### src/rtl/if_fetch.sv
// Instruction fetch stage: owns the PC, issues single-outstanding word reads,
// and buffers {inst, addr} pairs in a small in-order FIFO toward decode.
module if_fetch #(
  parameter logic [31:0] RESET_PC   = 32'h0000_0000,
  parameter int          FIFO_DEPTH = 2,
  parameter logic [31:0] NOP_INST   = 32'h0000_0013
) (
  input  logic        clk,
  input  logic        rst_n,
  input  logic        jump_en_i,
  input  logic [31:0] jump_addr_i,
  input  logic        hold_i,
  output logic        imem_req_o,
  output logic [31:0] imem_addr_o,
  input  logic        imem_gnt_i,
  input  logic        imem_rvalid_i,
  input  logic [31:0] imem_rdata_i,
  output logic        inst_valid_o,
  input  logic        inst_ready_i,
  output logic [31:0] inst_o,
  output logic [31:0] inst_addr_o
);

  localparam int PW = (FIFO_DEPTH > 1) ? $clog2(FIFO_DEPTH) : 1;
  localparam int CW = $clog2(FIFO_DEPTH + 1);
  localparam logic [CW-1:0] DEPTH_C = CW'(FIFO_DEPTH);

  typedef enum logic [1:0] {
    S_IDLE,
    S_REQ,
    S_WAIT
  } state_t;

  state_t        r_state;
  state_t        w_state_nxt;
  logic [31:0]   r_pc;
  logic [31:0]   r_fetch_addr;
  logic          r_drop;
  logic [PW-1:0] r_wptr;
  logic [PW-1:0] r_rptr;
  logic [CW-1:0] r_count;
  logic [CW-1:0] w_cnt_nxt;
  logic [31:0]   r_mem_d [FIFO_DEPTH];
  logic [31:0]   r_mem_a [FIFO_DEPTH];

  logic w_valid;
  logic w_gnt;
  logic w_rsp;
  logic w_push;
  logic w_pop;

  assign w_valid = (r_count != '0);
  assign w_gnt   = (r_state == S_REQ) && imem_gnt_i;
  assign w_rsp   = (r_state == S_WAIT) && imem_rvalid_i;
  assign w_push  = w_rsp && !r_drop && !jump_en_i;
  assign w_pop   = w_valid && inst_ready_i && !jump_en_i;

  // Redirect flushes the buffer, so occupancy restarts at zero.
  always_comb begin
    w_cnt_nxt = r_count + CW'(w_push) - CW'(w_pop);
    if (jump_en_i)
      w_cnt_nxt = '0;
  end

  always_ff @(posedge clk) begin
    if (!rst_n)
      r_state <= S_IDLE;
    else
      r_state <= w_state_nxt;
  end

  always_comb begin
    w_state_nxt = r_state;
    unique case (r_state)
      S_IDLE: begin
        if (jump_en_i)
          w_state_nxt = hold_i ? S_IDLE : S_REQ;
        else if (!hold_i && (r_count < DEPTH_C))
          w_state_nxt = S_REQ;
      end
      S_REQ: begin
        if (imem_gnt_i)
          w_state_nxt = S_WAIT;
      end
      S_WAIT: begin
        if (imem_rvalid_i)
          w_state_nxt = (!hold_i && (w_cnt_nxt < DEPTH_C)) ? S_REQ : S_IDLE;
      end
      default: w_state_nxt = S_IDLE;
    endcase
  end

  always_comb begin
    imem_req_o   = (r_state == S_REQ);
    imem_addr_o  = r_pc;
    inst_valid_o = w_valid;
    inst_o       = w_valid ? r_mem_d[r_rptr] : NOP_INST;
    inst_addr_o  = w_valid ? r_mem_a[r_rptr] : 32'h0;
  end

  always_ff @(posedge clk) begin
    if (!rst_n) begin
      r_pc         <= {RESET_PC[31:2], 2'b00};
      r_fetch_addr <= '0;
      r_drop       <= 1'b0;
      r_wptr       <= '0;
      r_rptr       <= '0;
      r_count      <= '0;
    end else begin
      r_count <= w_cnt_nxt;
      if (jump_en_i) begin
        r_pc   <= {jump_addr_i[31:2], 2'b00};
        // Anything granted or still in flight belongs to the old path.
        r_drop <= w_gnt || ((r_state == S_WAIT) && !imem_rvalid_i);
        r_wptr <= '0;
        r_rptr <= '0;
      end else begin
        if (w_gnt) begin
          r_pc         <= r_pc + 32'd4;
          r_fetch_addr <= r_pc;
        end
        if (w_rsp)
          r_drop <= 1'b0;
        if (w_push)
          r_wptr <= r_wptr + PW'(1);
        if (w_pop)
          r_rptr <= r_rptr + PW'(1);
      end
    end
  end

  always_ff @(posedge clk) begin
    if (w_push) begin
      r_mem_d[r_wptr] <= imem_rdata_i;
      r_mem_a[r_wptr] <= r_fetch_addr;
    end
  end

endmodule

### config.mk
export PLATFORM = sky130hd
export DESIGN_NAME = if_fetch
export DESIGN_NICKNAME = d
export VERILOG_FILES = /design/src/rtl/if_fetch.sv
export SDC_FILE = /design/constraint.sdc
export NUM_CORES = 1
export LEC_CHECK = 0
export BUFFER_PORTS_ARGS = -buffer_cell sky130_fd_sc_hd__buf_2
export CORE_ASPECT_RATIO = 1.2
export CORE_MARGIN = 2
export CORE_UTILIZATION = 54
export CTS_CLUSTER_DIAMETER = 80
export DETAILED_ROUTE_END_ITERATION = 16
export GPL_TIMING_DRIVEN = 0
export HOLD_SLACK_MARGIN = 0.08
export PLACE_DENSITY_LB_ADDON = 0.3
export SETUP_SLACK_MARGIN = 0.2
export SLEW_MARGIN = 20
export SYNTH_ARGS = -nofsm -noshare
export SYNTH_HDL_FRONTEND = slang
export SYNTH_SLANG_ARGS = --single-unit
### constraint.sdc
create_clock -name clk -period 5.4 [get_ports clk]
set_input_delay 0.81 -clock clk [delete_from_list [all_inputs] [get_ports clk]]
set_output_delay 0.81 -clock clk [all_outputs]
set_load 0.01 [all_outputs]
==> run metrics <==
worst-skew pair later-pin latency=0.42 ns; Post-synth EDFFs=124; Rel. slew slack=51.45%; CTS Buf Count=17; non-filler cells, final=1,042; Initial DRT Pass Iterations=5; leakage=0.003520 uW; Resize count post-CTS=0; worst hold path cell count=0; Initial Util=55.27%; Final Max Tran Viols=0; CTS tree=built; CTS Hold Buffers Added=0; core area=14,350 um^2; hold path start=r_fetch_addr[16]; crit start category=flip-flop; CTS H-tree lvls=4; share of cells above drive strength 1=24.22%; RR Startpoint=r_count[1]; First DRT Iteration DRCs=481; DRC violations left=0; total power=2953 uW; crit path max fanout=10; synth unique cells=49; Post-DP HPWL=12,840 um; Final Setup Violations=0; CTS Sinks=192; number of setup buffers added after CTS=0; Row Count=48; Worst Reg-to-Reg Cells=11; Vias=5,747; commonest non-fill, non-tap cells in the layout=buf_2 (163), edfxtp_1 (124), nand2_1 (83); Cells after Synth=666; die area=15,680 um^2; Post-synth top flop=edfxtp_1; vias in the first global route=5,578; crit path cell chain=nor2_1, clkbuf_1, buf_1, nor2_1, buf_2; dpl cells=1,010; Post-Route WL=17,420 um; RSZ-0062 raised after global routing=false; yosys synthesis warning count=0; Vias per Instance=5.515; die height=136.8 um; largest net degree at the start of global routing=25; Worst Setup Path Type=reg -> out; I/O pins=169; Power Density=305.2 nW/um^2; Netlist Area Pre-Place=7934 um^2; global-route wire length before repair=27,210 um; most common cell after layout, fill and taps aside=buf_2; initial antenna violation count=0; worst vdd ir=0.2122 mV; CP peak stage delay=0.47 ns; Crit path top cell by count=nor2_1; WP data required=4.59 ns; top cell type by total area after synthesis=edfxtp_1; IO Port Bufs=162; Placer Congestion=0.8912; Max-Cap Viols=0; Nets=928; Setup crit end kind=output pin; fmax=0.3222 GHz; beginning of the critical path=r_count[1]; WL/cell=16.72 um; GRT Util Overall=22.28%; total grt overflow=0; #FFs+latches synth=192; slowest CP cell=nor2_1; syn avg cell area=11.91 um^2; post-synth top area share=46.93%; clock skew=0.01087 ns; synthesis-to-layout area growth=21.97%; HP Class=reg -> reg; ys async rst share=0%; Arr. time, crit path=2.29 ns; outcome=completed; top cells by area, synth=edfxtp_1 (47%), dfxtp_1 (17%), mux2i_1 (7.8%); fin crit share=57.47%; fin crit period=3.103 ns; Die W=114.7 um; post-route ant nets=0; sequential area share after synthesis=64.09%; diodes inserted=0; Max clock buf depth=2; Root Buffer=clkbuf_16; clock-pin slew on the worst setup and hold paths=0.07 ns; Slew @ Worst Pin=0.7283 ns; final hold violation count=0
==> power by group <==
group	internal (uW)	switching, uW	total (uW)
Sequential	1580	33.3	1610
Combinational	63.7	77.9	142
Clock	648	553	1200
==> final cells by class <==
| class | count | area [um^2] |
|---|---|---|
| plain buffers | 46 | 196.4 |
| clock buffers | 19 | 464.2 |
| clock inverters | 13 | 112.6 |
| fillers | 1088 | 4677 |
| inverters | 8 | 30.03 |
| multi-input cells | 423 | 2649 |
| flip-flops and latches | 192 | 5085 |
| well taps | 175 | 219.0 |
| repair buffers | 166 | 920.9 |
==> worst paths after layout <==
check,to,slack (ns)
setup / recovery,inst_addr_o[22],2.30
hold / removal,r_mem_a[1][16],0.46
setup reg to reg,r_state[0],2.83
hold reg to reg,r_mem_a[1][16],0.46
==> Yosys cell counts (2+ instances only) <==
library cell,n
a211oi_1,3
a21boi_0,30
a21oi_1,7
a31oi_1,10
a41oi_1,2
and2_1,3
and3_1,5
and4_1,6
buf_1,3
buf_4,4
clkbuf_1,37
dfxtp_1,68
edfxtp_1,124
ha_1,3
inv_1,8
mux2i_1,62
nand2_1,83
nand2b_1,5
nand3_1,13
nand4_1,9
nor2_1,72
nor2b_1,6
nor3_1,5
nor3b_1,2
nor4_1,6
o211a_1,6
o21a_1,2
o21ai_0,23
o311a_1,2
o311ai_0,2
o31a_1,2
o31ai_1,8
or2_2,2
or3_1,3
or4_1,14
xnor2_1,10
xor2_1,4
==> metal layers <==
metal | wire, um | track usage [%]
met1 | 7342 | 28.85
met2 | 8671 | 36.95
met3 | 1118 | 4.872
met4 | 286 | 8.198
met5 | 0 | 0
==> logic make-up (layout without fill, tap and decap cells) <==
family                   count (synthesis)  in the layout  synth area share (%)
adder cells (fa/ha/maj)                  3              3                0.4732
XOR/XNOR                                14             14                 1.545
other                                    1              4               0.04727
multiplexers                            62             62                 7.822
buffers and inverters                   54            252                 2.854
AND/OR/NAND/NOR                        239            239                 14.30
AO/OA/AOI/OAI                          101            101                 8.863
flip-flops                             192            192                 64.09
==> stage by stage <==
step                utilization (%)  TNS, ns  worst slack [ns]  area (um^2)  hold WS, ns
finish                        67.42        0             2.297         9677       0.4604
global route                  67.42        0             2.077         9677       0.4788
CTS                           67.42        0             2.241         9677       0.4632
detailed placement            63.40        0             2.349         9100       0.4472
global placement              62.53   -42.26           -0.3457         8975       0.4345
floorplan                         -        0             1.061         7945       0.4254
==> state kept, by name (all words and copies together) (netlist names), 2 cells and up, named ones only <==
name	flops
r_mem_d	64
r_fetch_addr	30
r_mem_a	60
imem_addr_o	30
r_state	2
r_count	2
==> worst max-delay path, delay by kind of cell (launching register included) <==
family	cells	cell delay (ns)
buf+inv	3	0.96
simple gates	2	0.57
flops	1	0.34
No activity file was read; power rests on OpenSTA's default activity.
